<file path="config.mk">
export PLATFORM = sky130hd
export DESIGN_NAME = filter_seq_flat
export DESIGN_NICKNAME = d
export VERILOG_FILES = /design/src/rtl/filter_seq_if.sv /design/src/rtl/filter_seq.sv /design/src/flat_wrapper.sv
export SDC_FILE = /design/constraint.sdc
export NUM_CORES = 1
export LEC_CHECK = 0
export ABC_AREA = 1
export BUFFER_PORTS_ARGS = -buffer_cell sky130_fd_sc_hd__buf_2
export CAP_MARGIN = 20
export CORE_ASPECT_RATIO = 1.25
export CORE_MARGIN = 5
export CORE_UTILIZATION = 45
export DETAILED_ROUTE_END_ITERATION = 8
export GPL_TIMING_DRIVEN = 0
export PLACE_DENSITY = 0.63
export SLEW_MARGIN = 20
export SYNTH_ARGS = -nofsm -noshare
export SYNTH_HDL_FRONTEND = slang
export SYNTH_SLANG_ARGS = --single-unit
</file>
<file path="constraint.sdc">
create_clock -name clk_i -period 14.51 [get_ports clk_i]
set_clock_uncertainty 0.05 [all_clocks]
set_input_delay 0.7255 -clock clk_i [delete_from_list [all_inputs] [get_ports clk_i]]
set_output_delay 0.7255 -clock clk_i [all_outputs]
set_load 0.1 [all_outputs]
</file>
<file path="src/rtl/filter_seq_if.sv">
// Handshake bundle for filter_seq: window/weight/bias input stream and the result stream.
// The slave modport is the filter itself; the master modport is whoever feeds and drains it.
interface filter_seq_if #(
  parameter int WidthIn     = 1,
  parameter int WidthOut    = 32,
  parameter int KernelWidth = 3,
  parameter int WeightWidth = 2,
  parameter int InChannels  = 2
) ();
  localparam int KernelArea = KernelWidth * KernelWidth;

  logic [InChannels*KernelArea*WidthIn-1:0]     windows_i;
  logic [InChannels*KernelArea*WeightWidth-1:0] weights_i;
  logic [WidthOut-1:0]                          bias_i;
  logic                                         valid_i;
  logic                                         ready_o;
  logic [WidthOut-1:0]                          data_o;
  logic                                         valid_o;
  logic                                         ready_i;

  modport slave (
    input  windows_i, weights_i, bias_i, valid_i, ready_i,
    output ready_o, data_o, valid_o
  );

  modport master (
    output windows_i, weights_i, bias_i, valid_i, ready_i,
    input  ready_o, data_o, valid_o
  );
endinterface

</file>
<file path="src/rtl/filter_seq.sv">
// Time-multiplexed multi-channel filter: MACs ChPerCycle channels per clock, adds bias, saturates.
// Optional macro FILTER_SEQ_RELU_EN forces negative saturated results to zero.
module filter_seq #(
  parameter int WidthIn     = 1,
  parameter int WidthOut    = 32,
  parameter int KernelWidth = 3,
  parameter int WeightWidth = 2,
  parameter int InChannels  = 2,
  parameter int ChPerCycle  = 1
) (
  input  logic          clk_i,
  input  logic          rst_i,
  filter_seq_if.slave   bus
);
  localparam int KernelArea = KernelWidth * KernelWidth;
  localparam int AccWidth   = WidthIn + WeightWidth + $clog2(KernelArea * InChannels) + 2;
  // Common width for acc + bias so neither operand is truncated before saturation.
  localparam int SumW       = ((AccWidth > WidthOut) ? AccWidth : WidthOut) + 1;
  localparam int CntW       = $clog2(InChannels + 1);
  localparam int WinW       = InChannels * KernelArea * WidthIn;
  localparam int WtW        = InChannels * KernelArea * WeightWidth;

  localparam logic signed [SumW-1:0] SAT_MAX = {{(SumW-WidthOut+1){1'b0}}, {(WidthOut-1){1'b1}}};
  localparam logic signed [SumW-1:0] SAT_MIN = {{(SumW-WidthOut+1){1'b1}}, {(WidthOut-1){1'b0}}};
  localparam logic [CntW-1:0]        LAST_CNT = CntW'(InChannels - ChPerCycle);
  localparam logic [CntW-1:0]        CNT_STEP = CntW'(ChPerCycle);

  if ((InChannels % ChPerCycle) != 0) begin : g_bad_cfg
    $error("filter_seq: ChPerCycle (%0d) must divide InChannels (%0d)", ChPerCycle, InChannels);
  end

  typedef enum logic [1:0] {
    IDLE  = 2'd0,
    ACCUM = 2'd1,
    DONE  = 2'd2
  } state_t;

  state_t                      state_r;
  state_t                      state_next_s;
  logic [WinW-1:0]             windows_r;
  logic [WtW-1:0]              weights_r;
  logic signed [WidthOut-1:0]  bias_r;
  logic signed [AccWidth-1:0]  acc_r;
  logic [CntW-1:0]             counter_r;

  logic signed [AccWidth-1:0]  group_sum_s;
  logic signed [AccWidth-1:0]  acc_next_s;
  logic signed [AccWidth-1:0]  pix_ext_s;
  logic signed [AccWidth-1:0]  wt_ext_s;
  logic [WidthIn-1:0]          pix_s;
  logic signed [WeightWidth-1:0] wt_s;
  logic signed [SumW-1:0]      sum_s;
  logic [WidthOut-1:0]         sat_s;
  logic [WidthOut-1:0]         out_s;
  logic                        accept_s;
  logic                        last_group_s;

  function automatic logic [WidthOut-1:0] sat(input logic signed [SumW-1:0] v);
    logic [WidthOut-1:0] r;
    if (v > SAT_MAX) begin
      r = SAT_MAX[WidthOut-1:0];
    end else if (v < SAT_MIN) begin
      r = SAT_MIN[WidthOut-1:0];
    end else begin
      r = v[WidthOut-1:0];
    end
    return r;
  endfunction

  assign accept_s     = bus.valid_i && bus.ready_o;
  assign last_group_s = (counter_r == LAST_CNT);

  // MAC datapath: sum of the current channel group, then acc + bias with saturation.
  always_comb begin
    group_sum_s = '0;
    pix_s       = '0;
    wt_s        = '0;
    pix_ext_s   = '0;
    wt_ext_s    = '0;
    for (int j = 0; j < ChPerCycle; j++) begin
      for (int k = 0; k < KernelArea; k++) begin
        pix_s       = windows_r[((int'(counter_r) + j) * KernelArea + k) * WidthIn +: WidthIn];
        wt_s        = weights_r[((int'(counter_r) + j) * KernelArea + k) * WeightWidth +: WeightWidth];
        pix_ext_s   = AccWidth'($signed({1'b0, pix_s}));
        wt_ext_s    = AccWidth'(wt_s);
        group_sum_s = group_sum_s + pix_ext_s * wt_ext_s;
      end
    end
    acc_next_s = acc_r + group_sum_s;
    sum_s      = SumW'(acc_next_s) + SumW'(bias_r);
    sat_s      = sat(sum_s);
`ifdef FILTER_SEQ_RELU_EN
    if (sat_s[WidthOut-1]) begin
      out_s = '0;
    end else begin
      out_s = sat_s;
    end
`else
    out_s = sat_s;
`endif
  end

  // Next-state decode.
  always_comb begin
    state_next_s = state_r;
    case (state_r)
      IDLE: begin
        if (accept_s) begin
          state_next_s = ACCUM;
        end else begin
          state_next_s = IDLE;
        end
      end
      ACCUM: begin
        if (last_group_s) begin
          state_next_s = DONE;
        end else begin
          state_next_s = ACCUM;
        end
      end
      DONE: begin
        if (bus.valid_o && bus.ready_i) begin
          state_next_s = IDLE;
        end else begin
          state_next_s = DONE;
        end
      end
      default: state_next_s = IDLE;
    endcase
  end

  // State, operand latches, accumulator and registered outputs.
  always_ff @(posedge clk_i) begin
    if (rst_i) begin
      state_r     <= IDLE;
      windows_r   <= '0;
      weights_r   <= '0;
      bias_r      <= '0;
      acc_r       <= '0;
      counter_r   <= '0;
      bus.ready_o <= 1'b1;
      bus.valid_o <= 1'b0;
      bus.data_o  <= '0;
    end else begin
      state_r <= state_next_s;
      case (state_r)
        IDLE: begin
          if (accept_s) begin
            windows_r   <= bus.windows_i;
            weights_r   <= bus.weights_i;
            bias_r      <= bus.bias_i;
            acc_r       <= '0;
            counter_r   <= '0;
            bus.ready_o <= 1'b0;
          end
        end
        ACCUM: begin
          acc_r     <= acc_next_s;
          counter_r <= counter_r + CNT_STEP;
          if (last_group_s) begin
            bus.data_o  <= out_s;
            bus.valid_o <= 1'b1;
          end
        end
        DONE: begin
          if (bus.valid_o && bus.ready_i) begin
            bus.valid_o <= 1'b0;
            bus.ready_o <= 1'b1;
          end
        end
        default: begin
          bus.valid_o <= 1'b0;
          bus.ready_o <= 1'b1;
        end
      endcase
    end
  end
endmodule

</file>
<file path="src/flat_wrapper.sv">
// flat-port wrapper written by rule: the top's interface ports become plain ports
module filter_seq_flat 
#(
  parameter int WidthIn     = 1,
  parameter int WidthOut    = 32,
  parameter int KernelWidth = 3,
  parameter int WeightWidth = 2,
  parameter int InChannels  = 2,
  parameter int ChPerCycle  = 1
)
  (clk_i, rst_i, bus_windows_i, bus_weights_i, bus_bias_i, bus_valid_i, bus_ready_i, bus_ready_o, bus_data_o, bus_valid_o);
  filter_seq_if #(.WidthIn(WidthIn), .WidthOut(WidthOut), .KernelWidth(KernelWidth), .WeightWidth(WeightWidth), .InChannels(InChannels)) bus_i ();
  input  logic clk_i;
  input  logic rst_i;
  input wire logic [$bits(bus_i.windows_i)-1:0] bus_windows_i;
  input wire logic [$bits(bus_i.weights_i)-1:0] bus_weights_i;
  input wire logic [$bits(bus_i.bias_i)-1:0] bus_bias_i;
  input wire logic [$bits(bus_i.valid_i)-1:0] bus_valid_i;
  input wire logic [$bits(bus_i.ready_i)-1:0] bus_ready_i;
  output wire logic [$bits(bus_i.ready_o)-1:0] bus_ready_o;
  output wire logic [$bits(bus_i.data_o)-1:0] bus_data_o;
  output wire logic [$bits(bus_i.valid_o)-1:0] bus_valid_o;
  assign bus_i.windows_i = bus_windows_i;
  assign bus_i.weights_i = bus_weights_i;
  assign bus_i.bias_i = bus_bias_i;
  assign bus_i.valid_i = bus_valid_i;
  assign bus_i.ready_i = bus_ready_i;
  assign bus_ready_o = bus_i.ready_o;
  assign bus_data_o = bus_i.data_o;
  assign bus_valid_o = bus_i.valid_o;
  filter_seq #(.WidthIn(WidthIn), .WidthOut(WidthOut), .KernelWidth(KernelWidth), .WeightWidth(WeightWidth), .InChannels(InChannels), .ChPerCycle(ChPerCycle)) u_core (.clk_i(clk_i), .rst_i(rst_i), .bus(bus_i));
endmodule
</file>
# Word-level counts from Yosys, hierarchy flattened
# Index checks and enable logic that the tools add are counted.
[word_totals] word_cells=91 ff_bits=134 input_bits=90
[classes] n_eq_ne=6 magnitude_cmp=2 mul=10 n_reduce_logical=9 shifts=18 addsub=19 mux=16 n_bitwise=2
[ops] op="18-bit by 32-bit indexed part select with 1-bit output" n=6
[ops] op="36-bit by 32-bit indexed part select with 2-bit output" n=4
[ops] op="36-bit by 9-bit indexed part select with 2-bit output" n=4
[ops] op="32-bit by 4-bit adder with 32-bit output, second input constant" n=3
[ops] op="10-bit adder" n=9
[ops] op="32-bit two-way mux" n=2
[ops] op="2-bit by 2-bit multiplier with 4-bit output" n=9
[ops] op="18-bit by 8-bit indexed part select with 1-bit output" n=2
[ops] op="36-bit by 8-bit indexed part select with 2-bit output" n=1
[ops] op="10-bit by 32-bit adder with 33-bit output" n=1
[ops] op="33-bit by 32-bit greater-than comparator with 1-bit output, second input constant" n=1
[ops] op="33-bit by 32-bit less-than comparator with 1-bit output, second input constant" n=1
[ops] op="32-bit by 5-bit adder with 32-bit output, second input constant" n=1
[ops] op="10-bit case mux with 2 select lines" n=1
[ops] op="18-bit by 7-bit indexed part select with 1-bit output" n=1
[ops] op="6-bit by 2-bit adder with 7-bit output, second input constant" n=2
[ops] op="10-bit two-way mux" n=1
[ops] op="6-bit by 1-bit adder with 7-bit output, second input constant" n=1
[ops] op="6-bit by 3-bit adder with 7-bit output, second input constant" n=1
[ops] op="2-bit by 4-bit multiplier with 6-bit output, second input constant" n=1
[ops] op="2-bit two-way mux" n=3
[ops] op="2-bit by 1-bit inequality test with 1-bit output, second input constant" n=3
[ops] op="1-bit case mux with 3 select lines" n=2
[ops] op="2-bit case mux with 3 select lines" n=1
[ops] op="other kinds (11)" n=21

# Logic depth before layout (Yosys ltp)
# Gate-level depths: netlist (run 1).
[depth] word_depth=17 mapped_depth=47

# Least setup slack after synthesis (run 1)
# OpenSTA, ideal clock, no wires.
[synth_timing] path_kind="flip-flop to flip-flop" startpoint="reg u_core.counter_r[0]" endpoint="reg u_core.bus.data_o[10]" arrival_time_ns=8.717 slack_ns=5.620 t_required_ns=14.336 setup_time_ns=0.124 path_stages_with_launch=40 synth_period_minus_slack_ns=8.890 cell_sequence="dfxtp_1 > buf_2 > inv_2 > buf_2 > buf_2 > ha_1 > inv_1 > clkbuf_1 > clkbuf_1 > nand2_1 > o21ai_0 > nand3_1 > nand2_1 > nand3_1 > fa_1 > inv_1 > fa_1 > fa_1 > (+4 left out) > fa_1 > nand3_1 > nand2_1 > nand4_1 > o211ai_1 > xor2_1 > ha_1 > a21oi_1 > nand2_1 > a21oi_2 > nand2_2 > nand2_2 > nand2_1 > nand2_1 > nand2_2 > a21oi_4 > buf_6 > a21oi_2"
[synth_between] elab_chain_cells=17 word_cells_on_any_way=52 classes_between="add/sub: 18; mul: 10; order compare: 2; eq/ne: 1; shift: 18; mux: 2; reduce/logical: 1"
[synth_lines] element="start, declared" line_no="filter_seq.sv:44" text="logic [CntW-1:0] counter_r;"
[synth_lines] element="start signal, assigned" line_no="filter_seq.sv:159" text="counter_r <= counter_r + CNT_STEP;"
[synth_lines] element="2-bit by 4-bit multiplier with 6-bit output" line_no="filter_seq.sv:82, filter_seq.sv:83"
[synth_lines] element="6-bit by 1-bit adder with 7-bit output" line_no="filter_seq.sv:83" text="wt_s = weights_r[((int'(counter_r) + j) * KernelArea + k) * WeightWidth +: WeightWidth];"
[synth_lines] element="36-bit by 9-bit indexed part select with 2-bit output / 18-bit by 8-bit indexed part select with 1-bit output (equally long branches)" line_no="filter_seq.sv:83, filter_seq.sv:82"
[synth_lines] element="2-bit by 2-bit multiplier with 4-bit output" line_no="filter_seq.sv:86" text="group_sum_s = group_sum_s + pix_ext_s * wt_ext_s;"
[synth_lines] element="10-bit adder (8 in series)" line_no="filter_seq.sv:86"
[synth_lines] element="10-bit adder" line_no="filter_seq.sv:89" text="acc_next_s = acc_r + group_sum_s;"
[synth_lines] element="10-bit by 32-bit adder with 33-bit output" line_no="filter_seq.sv:90" text="sum_s = SumW'(acc_next_s) + SumW'(bias_r);"
[synth_lines] element="33-bit by 32-bit less-than comparator with 1-bit output" line_no="filter_seq.sv:62" text="end else if (v < SAT_MIN) begin"
[synth_lines] element="32-bit two-way mux" line_no="filter_seq.sv:62"
[synth_lines] element="32-bit two-way mux" line_no="filter_seq.sv:60" text="if (v > SAT_MAX) begin"
[synth_lines] element="end signal, assigned" line_no="filter_seq.sv:161" text="bus.data_o <= out_s;"
[synth_lines] element="end, declared" line_no="filter_seq_if.sv:23" text="output ready_o, data_o, valid_o"
# Parallel ways exist; a longest one is shown, timed or not.
# A chain may end at the register's enable or synchronous reset.

# Worst setup path after layout (run 1)
[layout_timing] startpoint="reg u_core.counter_r[0]" endpoint="reg u_core.bus.data_o[8]"
# Same word-level chain as after synthesis.

==> results of run 1 <==
## metal layers
layer	up-vias	routed length, um
li1	4990	-
met1	4563	13000
met2	260	16800
met3	74	1380
met4	0	1830
met5	-	0
## critical path: cells and delay by family, from the launching register on
family / cells / cell delay (ns)
fa+ha+maj: 8 / 3.76
flops: 1 / 0.36
simple gates: 12 / 1.51
xor+xnor: 1 / 0.45
buf+inv: 11 / 2.36
compound gates: 8 / 1.45
## registers in the layout, summed over array words and instances (netlist names)
signal,count
u_core.counter_r,2
u_core.bus.ready_o,1
u_core.bus.valid_o,1
u_core.state_r,2
u_core.bias_r,32
u_core.bus.data_o,32
u_core.windows_r,18
u_core.acc_r,10
u_core.weights_r,36
## cell families after synthesis
group	synth area share
fa+ha+maj	0.143
mux	0.00308
compound gates	0.196
xor+xnor	0.0243
flops	0.275
buf+inv	0.0976
simple gates	0.261
## worst max path at each step
stage / start / end / cells past startpoint
final: u_core.counter_r[0] / u_core.bus.data_o[8] / 40
after global routing: u_core.counter_r[0] / u_core.bus.data_o[20] / 40
after CTS: u_core.counter_r[0] / u_core.bus.data_o[8] / 40
after detailed placement: u_core.counter_r[0] / u_core.bus.data_o[8] / 40
after global placement: u_core.counter_r[0] / u_core.bus.data_o[4] / 39
after floorplan: u_core.counter_r[0] / u_core.bus.data_o[10] / 39
## through the flow
stage | setup WS, ns | std cells | utilization
2_1_floorplan | 5.62 | 1471 | -
5_1_grt | 3.79 | 1905 | 0.530
3_3_place_gp | 3.17 | 1872 | 0.500
4_1_cts | 4.43 | 1905 | 0.530
3_5_place_dp | 4.51 | 1873 | 0.502
6_report | 4.43 | 1905 | 0.530
## cell usage in the layout (no fill, tap or decap), types with 3 or more instances in the layout
cell type / n
nor2_1: 223
nand4_1: 6
buf_6: 6
buf_2: 132
o21a_1: 4
o21ai_0: 172
a21boi_0: 3
a21oi_1: 95
inv_8: 3
o211ai_1: 13
ha_1: 55
mux2i_1: 3
xnor2_1: 5
dfxtp_1: 134
nand2_1: 343
nand2_2: 10
clkbuf_16: 17
nand3_1: 44
inv_1: 168
a21oi_2: 30
o21bai_1: 9
inv_6: 5
clkbuf_1: 46
nor3_1: 9
xor2_1: 21
fa_1: 35
and2_1: 3
o22ai_1: 3
## cell type report
class | instances | area, um2 | area share
multi-input cells | 1101 | 6120 | 0.540
clock inverters | 13 | 161 | 0.0142
plain buffers | 64 | 305 | 0.0269
flip-flops and latches | 134 | 2680 | 0.237
clock buffers | 19 | 443 | 0.0391
repair buffers | 123 | 626 | 0.0552
well taps | 279 | 349 | 0.0308
inverters | 172 | 646 | 0.0569
==> impl_metrics.env, run 1 <==
export IMPL_cp_arrival_ns=10.34
export IMPL_fmax_mhz=99.2
export IMPL_path_common_cell="fa_1"
export IMPL_hpwl_um=26500
export IMPL_cp_end_kind="flip-flop"
export IMPL_antenna_found_initial=0
export IMPL_cts_tree="built"
export IMPL_numCtsBuffers=17
export IMPL_grt_max_degree=17
export IMPL_final_area_um2=11300
export IMPL_nFillCells=2246
export IMPL_status="completed"
export IMPL_synth_edf_count=0
export IMPL_final_antenna_net_count=0
export IMPL_cts_resized_gates=0
export IMPL_yosysMostFrequentCell="nand2_1"
export IMPL_synth_top_area_cell="dfxtp_1"
export IMPL_drt_initial_drc_count=585
export IMPL_clock_sinks=134
export IMPL_ys_top_cells_by_area="dfxtp_1, nand2_1, o21ai_0, nor2_1, fa_1"
export IMPL_fin_crit_sh=0.695
export IMPL_worstReg2RegStart="u_core.counter_r[0]"
export IMPL_ys_dominant_reg_cell="dfxtp_1"
export IMPL_dieArea_um2=24700
export IMPL_grt_pass1_wl_um=52400
export IMPL_core_um2=21400
export IMPL_yosys_warnings=0
export IMPL_row_count=60
export IMPL_hold_slack_ns=0.419
export IMPL_first_global_vias=9992
export IMPL_drt_wirelength_per_cell_um=17.3
export IMPL_setup_viol=0
export IMPL_hold_path_class="flip-flop to flip-flop"
export IMPL_synthToLayoutAreaGrowth_pct=16.4
export IMPL_netlist_instances=1471
export IMPL_min_to="u_core.windows_r[4]"
export IMPL_worst_r2r_setup_slack_ns=4.43
export IMPL_die_h_um=174
export IMPL_min_period_ns=10.08
export IMPL_ys_seq_area_frac=0.275
export IMPL_vias_per_cell=5.19
export IMPL_tightest_slew_ns=1.12
export IMPL_antenna_cells=0
export IMPL_async_flop_share=0
export IMPL_htree_levels=4
export IMPL_port_buffers=122
export IMPL_synth_common_cells="nand2_1, nor2_1, o21ai_0"
export IMPL_crit_type="flip-flop to flip-flop"
export IMPL_layout_drive_gt1_share=0.134
export IMPL_synth_avg_cell_area_um2=6.62
export IMPL_post_dp_cell_area_um2=10700
export IMPL_cp_max_fo=16
export IMPL_maxCapViolCount=0
export IMPL_postCtsSetupBuffers=0
export IMPL_clockRootBuffer="clkbuf_16"
export IMPL_syn_area_um2=9740
export IMPL_synth_ff_latch_count=134
export IMPL_clock_path_buffers=2
export IMPL_grtUsageMet1=0.304
export IMPL_use_met2=0.493
export IMPL_maxSlewHeadroom=0.250
export IMPL_cts_hold_fix_buffers=0
export IMPL_gp_congestion=1.04
export IMPL_hold_violations=0
export IMPL_busiest_layer="met2"
export IMPL_grt_use_total=0.272
export IMPL_crit_required_ns=14.77
export IMPL_routed_wl_um=32900
export IMPL_grt_overflow=0
export IMPL_syn_num_nets=1651
export IMPL_first_pass_iters=7
export IMPL_cpMaxStageDelayCell="fa_1"
export IMPL_ys_types=40
export IMPL_synth_top_area_frac=0.275
export IMPL_rr_endpoint="u_core.bus.data_o[8]"
export IMPL_setup_tns_ns=0
export IMPL_clk_latency_ns=0.43
export IMPL_io_pins=124
export IMPL_r2r_cells=40
export IMPL_clk_pin_slew_ns=0.07
export IMPL_crit_path_start_kind="flip-flop"
export IMPL_use_met3=0.0410
export IMPL_min_delay_start="u_core.windows_r[4]"
export IMPL_route_detailed_drc=0
export IMPL_slew_violations=0
export IMPL_initial_core_util=0.455
export IMPL_vias=9887
export IMPL_die_w_um=142
export IMPL_max_stage_delay_ns=0.59
export IMPL_nNetsFinal=1793
export IMPL_grt_setup_unrepaired="false"
export IMPL_whs_path_depth=2
Power of run 1 is left out: the tool's default activity adds up to more than one toggle a clock period on the data nets, which glitch-free logic cannot reach.
==> run 2, diff against run 1 <==
clock period = 10.1 ns   (was 14.51 ns; I/O delays follow)
==> run 2 against run 1 <==
Hold slack lost 0.17 ns. Via count fell by 0.31%. Setup slack worse by 3.8 ns. Register-to-register slack got worse by 3.8 ns. Sequential cell count unchanged. Design area rose by 0.36%. Global-route usage unchanged. First-iteration DRC count grew 6.5%. Wire length up 0.12%. Critical path depth increased by 1.
==> impl_metrics.env, run 2 (same netlist as run 1, synthesis figures left out) <==
export IMPL_crit_path_start_kind="flip-flop"
export IMPL_cpMaxStageDelayCell="fa_1"
export IMPL_clock_path_buffers=2
export IMPL_grt_pass1_wl_um=52400
export IMPL_nFillCells=2244
export IMPL_antenna_found_initial=0
export IMPL_crit_required_ns=10.41
export IMPL_cts_hold_fix_buffers=0
export IMPL_antenna_cells=0
export IMPL_cts_tree="built"
export IMPL_port_buffers=122
export IMPL_regMostFlops="u_core.weights_r"
export IMPL_initial_core_util=0.455
export IMPL_grt_max_degree=17
export IMPL_drt_initial_drc_count=623
export IMPL_hold_path_class="primary input to flip-flop"
export IMPL_final_common_cell="nand2_1"
export IMPL_final_antenna_net_count=0
export IMPL_htree_levels=4
export IMPL_post_dp_cell_area_um2=10700
export IMPL_fin_crit_sh=0.937
export IMPL_largest_reg_flops=36
export IMPL_cp_max_fo=16
export IMPL_hpwl_um=26500
export IMPL_multi_input_comb_area_um2=6130
export IMPL_slew_violations=0
export IMPL_dieArea_um2=24700
export IMPL_core_um2=21400
export IMPL_clk_latency_ns=0.43
export IMPL_die_w_um=142
export IMPL_cp_arrival_ns=9.77
export IMPL_first_global_vias=9992
export IMPL_fmax_mhz=106
export IMPL_crit_type="flip-flop to flip-flop"
export IMPL_tightest_slew_ns=1.13
export IMPL_grt_use_total=0.272
export IMPL_grt_overflow=0
export IMPL_clock_sinks=134
export IMPL_numCtsBuffers=17
export IMPL_top_regs="u_core.weights_r x36, u_core.bias_r x32, u_core.bus.data_o x32"
export IMPL_clockRootBuffer="clkbuf_16"
export IMPL_status="completed"
export IMPL_vias=9856
export IMPL_min_period_ns=9.46
export IMPL_setup_viol=0
export IMPL_worst_r2r_setup_slack_ns=0.64
export IMPL_io_pins=124
export IMPL_first_pass_iters=7
export IMPL_gp_congestion=1.04
export IMPL_routed_wl_um=33000
export IMPL_max_stage_delay_ns=0.59
export IMPL_cp_end_kind="flip-flop"
export IMPL_grt_setup_unrepaired="false"
export IMPL_layout_common_cells="nand2_1, nor2_1, o21ai_0"
export IMPL_layout_drive_gt1_share=0.138
export IMPL_hold_violations=0
export IMPL_die_h_um=174
export IMPL_row_count=60
export IMPL_synthToLayoutAreaGrowth_pct=16.8
export IMPL_route_detailed_drc=0
export IMPL_final_area_um2=11400
export IMPL_maxSlewHeadroom=0.242
export IMPL_vias_per_cell=5.17
export IMPL_clk_pin_slew_ns=0.07
export IMPL_maxCapViolCount=0
export IMPL_regArea_um2=2680
export IMPL_drt_wirelength_per_cell_um=17.3
export IMPL_nNetsFinal=1795
-- run 2: what timing repair did --
action	4_1_cts	5_1_grt
setup buffers	0	2
setup endpoints to repair	0	32
resized for setup	0	11
-- run 2: worst max-delay path, delay by kind of cell (launching register included) --
family | cells | cell delay, ns
buffers and inverters | 11 | 1.95
adder cells (fa/ha/maj) | 8 | 3.84
AO/OA/AOI/OAI | 7 | 1.22
flip-flops | 1 | 0.42
XOR/XNOR | 1 | 0.25
AND/OR/NAND/NOR | 14 | 1.63
-- run 2: routing by layer --
layer  global-route usage  part of all wire  vias to the layer above
li1                     -                 -                     4994
met4                0.138             0.056                        0
met5                    0                 0                        -
met2                0.493              0.51                      250
met3               0.0410             0.039                       73
met1                0.304              0.40                     4539
-- run 2: final timing paths --
path | startpoint | to | depth (start not counted)
min reg2reg | u_core.windows_r[13] | u_core.windows_r[13] | 2
max reg2reg | u_core.counter_r[0] | u_core.bus.data_o[28] | 41
min | bus_bias_i[13] | u_core.bias_r[13] | 3
max | u_core.counter_r[0] | u_core.bus.data_o[28] | 41
-- run 2: final cells by class --
type	count	area share
buffer	64	0.0277
clock buffer	19	0.0389
clock inverter	13	0.0142
inverter	172	0.0567
multi-input combinational	1101	0.539
sequential	134	0.236
tap	279	0.0307
timing repair buffer	125	0.0574
-- run 2: per-stage QoR --
step / TNS [ns] / setup WS (ns) / util / instances / hold WS (ns)
2_1_floorplan: 0 / 1.21 / - / 1471 / 0.386
3_3_place_gp: -38.73 / -1.24 / 0.500 / 1872 / 0.405
3_5_place_dp: 0 / 0.0956 / 0.502 / 1873 / 0.411
4_1_cts: 0 / 0.0233 / 0.530 / 1905 / 0.234
5_1_grt: 0 / 0.0197 / 0.532 / 1907 / 0.246
6_report: 0 / 0.636 / 0.532 / 1907 / 0.246
Power of run 2 is left out for the same reason.
==> run 3, diff against run 2 <==
ABC_AREA = unset   (was 1)
==> run 3 against run 2 <==
Synthesized area shrank 2.9%. Design area increased by 4.8%. First-iteration DRC count fell by 26%. Clock-buffer cell count stayed put. Critical endpoint is now u_core.bus.data_o[5]. Synthesized cell count fell by 24%. Maximum frequency decreased by 3.8%. Wire length shrank 16%. Critical path depth rose by 4. Hold slack better by 0.0080 ns. Global-route usage fell by 4.3 points. Register-to-register slack got worse by 0.38 ns. Setup slack got worse by 0.38 ns.
==> impl_metrics.env, run 3 <==
export IMPL_htree_levels=4
export IMPL_fin_crit_sh=0.974
export IMPL_first_global_vias=8695
export IMPL_cts_tree="built"
export IMPL_io_pins=124
export IMPL_grt_max_degree=17
export IMPL_synth_common_cells="nand2_1, a21oi_1, dfxtp_1"
export IMPL_fmax_mhz=102
export IMPL_yosysMostFrequentCell="nand2_1"
export IMPL_netlist_instances=1123
export IMPL_synthToLayoutAreaGrowth_pct=26.0
export IMPL_grt_overflow=0
export IMPL_r2r_cells=45
export IMPL_largest_reg_flops=36
export IMPL_cpMaxStageDelayCell="fa_1"
export IMPL_first_pass_iters=7
export IMPL_crit_required_ns=10.40
export IMPL_hold_violations=0
export IMPL_die_w_um=140
export IMPL_ys_seq_area_frac=0.284
export IMPL_top_regs="u_core.weights_r x36, u_core.bias_r x32, u_core.bus.data_o x32"
export IMPL_grt_pass1_wl_um=44200
export IMPL_cp_arrival_ns=10.14
export IMPL_row_count=59
export IMPL_clkPwrFrac=0.342
export IMPL_cts_hold_fix_buffers=0
export IMPL_yosys_warnings=0
export IMPL_hpwl_um=20700
export IMPL_clk_pin_slew_ns=0.06
export IMPL_clockRootBuffer="clkbuf_16"
export IMPL_ys_dominant_reg_cell="dfxtp_1"
export IMPL_nNetsFinal=1484
export IMPL_worst_r2r_setup_slack_ns=0.26
export IMPL_sw_frac_of_total=0.345
export IMPL_comb_power_share=0.376
export IMPL_placedCellCount=1519
export IMPL_max_stage_delay_ns=0.58
export IMPL_synth_top_area_cell="dfxtp_1"
export IMPL_synth_edf_count=0
export IMPL_vias_per_cell=5.36
export IMPL_cellPowerDensity_nw_per_um2=177
export IMPL_maxSlewHeadroom=0.459
export IMPL_grt_use_total=0.228
export IMPL_rr_endpoint="u_core.bus.data_o[5]"
export IMPL_final_cells=1590
export IMPL_switching_power_uw=727
export IMPL_final_common_cell="nand2_1"
export IMPL_ys_types=63
export IMPL_drt_wirelength_per_cell_um=17.4
export IMPL_crit_type="flip-flop to flip-flop"
export IMPL_ir_drop_mv=0.124
export IMPL_layout_drive_gt1_share=0.274
export IMPL_tightest_slew_ns=0.812
export IMPL_antenna_found_initial=0
export IMPL_vias=8522
export IMPL_slew_violations=0
export IMPL_initial_core_util=0.456
export IMPL_cp_end_kind="flip-flop"
export IMPL_min_period_ns=9.84
export IMPL_regMostFlops="u_core.weights_r"
export IMPL_clk_latency_ns=0.43
export IMPL_crit_path_start_kind="flip-flop"
export IMPL_final_area_um2=11900
export IMPL_routed_wl_um=27600
export IMPL_route_detailed_drc=0
export IMPL_status="completed"
export IMPL_die_h_um=172
export IMPL_layout_common_cells="nand2_1, a21oi_1, dfxtp_1"
export IMPL_synth_ff_latch_count=134
export IMPL_maxCapViolCount=0
export IMPL_drt_initial_drc_count=459
export IMPL_ys_top_cells_by_area="dfxtp_1, nand2_1, a21oi_1, fa_1, ha_1"
export IMPL_synth_avg_cell_area_um2=8.43
export IMPL_core_um2=20700
export IMPL_post_dp_cell_area_um2=10500
export IMPL_p_int_mw=1.38
export IMPL_hold_path_class="primary input to flip-flop"
export IMPL_gp_congestion=0.952
export IMPL_endpoint="u_core.bus.data_o[5]"
export IMPL_p_leak_nw=4.87
export IMPL_antenna_cells=0
export IMPL_grt_setup_unrepaired="true"
export IMPL_syn_num_nets=1303
export IMPL_final_antenna_net_count=0
export IMPL_cp_max_fo=11
export IMPL_clock_sinks=134
export IMPL_numCtsBuffers=17
export IMPL_async_flop_share=0
export IMPL_seq_power_share=0.283
export IMPL_synth_top_area_frac=0.284
export IMPL_setup_viol=0
export IMPL_port_buffers=122
export IMPL_dieArea_um2=24000
export IMPL_clock_path_buffers=2
export IMPL_startpoint="u_core.counter_r[0]"
export IMPL_syn_area_um2=9460
export IMPL_worstReg2RegStart="u_core.counter_r[0]"
[run 3: area by class of cell]
class                      instances  area (um2)
inverter                          67         259
sequential                       134        2690
timing repair buffer             164        1000
buffer                            71         427
clock buffer                      19         443
fill                            1858        8820
clock inverter                    12         225
tap                              274         343
multi-input combinational        849        6540
[run 3: repair_timing]
action | in CTS | in global routing
buffers inserted | 13 | 24
pin swaps | 14 | 35
gates cloned | 4 | 2
gates resized for setup | 45 | 52
setup endpoints to repair | 32 | 32
[run 3: cell families (layout without fill, tap and decap cells)]
group                      Yosys count  in the layout  share of synthesized area
muxes                               41             41                     0.0767
and+or+nand+nor                    375            375                      0.169
AOI/OAI and AO/OA                  274            274                      0.191
adders and majority gates          120            120                      0.182
buffers and inverters              141            333                     0.0619
DFF                                134            134                      0.284
xor gates and xnor gates            38             39                     0.0352
[run 3: worst min path at each step]
stage	cells after the start	to	start	slack, ns
detailed placement	2	u_core.bias_r[29]	u_core.bias_r[29]	0.40
global placement	2	u_core.bias_r[24]	u_core.bias_r[24]	0.40
floorplan	2	u_core.bias_r[0]	u_core.bias_r[0]	0.39
CTS	3	u_core.bias_r[3]	bus_bias_i[3]	0.25
finish	3	u_core.weights_r[11]	bus_weights_i[11]	0.25
global route	3	u_core.windows_r[11]	bus_windows_i[11]	0.25
[run 3: per-layer routing]
| metal | track usage | routed length [um] |
|---|---|---|
| met5 | 0 | 0 |
| met4 | 0.110 | 1190 |
| met3 | 0.0368 | 1310 |
| met2 | 0.416 | 14000 |
| met1 | 0.261 | 11100 |
[run 3: worst max-delay path, delay by kind of cell (launching register included)]
kind | cells | cell delay (ns)
adders and majority gates | 9 | 3.75
xor gates and xnor gates | 2 | 0.47
muxes | 2 | 0.74
DFF | 1 | 0.37
buffers and inverters | 16 | 1.83
and+or+nand+nor | 7 | 0.93
AOI/OAI and AO/OA | 9 | 1.58
[run 3: per-stage QoR]
step / hold slack (ns) / setup WS, ns / setup TNS [ns] / utilization / power [mW]
2_1_floorplan: 0.391 / 0.0138 / 0 / - / 1.12
3_3_place_gp: 0.398 / -1.82 / -57.01 / 0.504 / 1.27
3_5_place_dp: 0.404 / -1.86 / -58.05 / 0.504 / 1.27
4_1_cts: 0.248 / 0.0273 / 0 / 0.556 / 2.06
5_1_grt: 0.251 / -0.106 / -2.48 / 0.575 / 2.22
6_report: 0.254 / 0.261 / 0 / 0.575 / 2.11
[run 3: power groups by stage]
stage | Combinational (mW) | Clock, mW | Sequential [mW]
finish | 0.792 | 0.720 | 0.596
global route | 0.862 | 0.757 | 0.600
CTS | 0.737 | 0.727 | 0.595
detailed placement | 0.666 | 0 | 0.605
global placement | 0.662 | 0 | 0.605
floorplan | 0.486 | 0 | 0.632
Note: power is estimated with default switching activity, not from simulation.
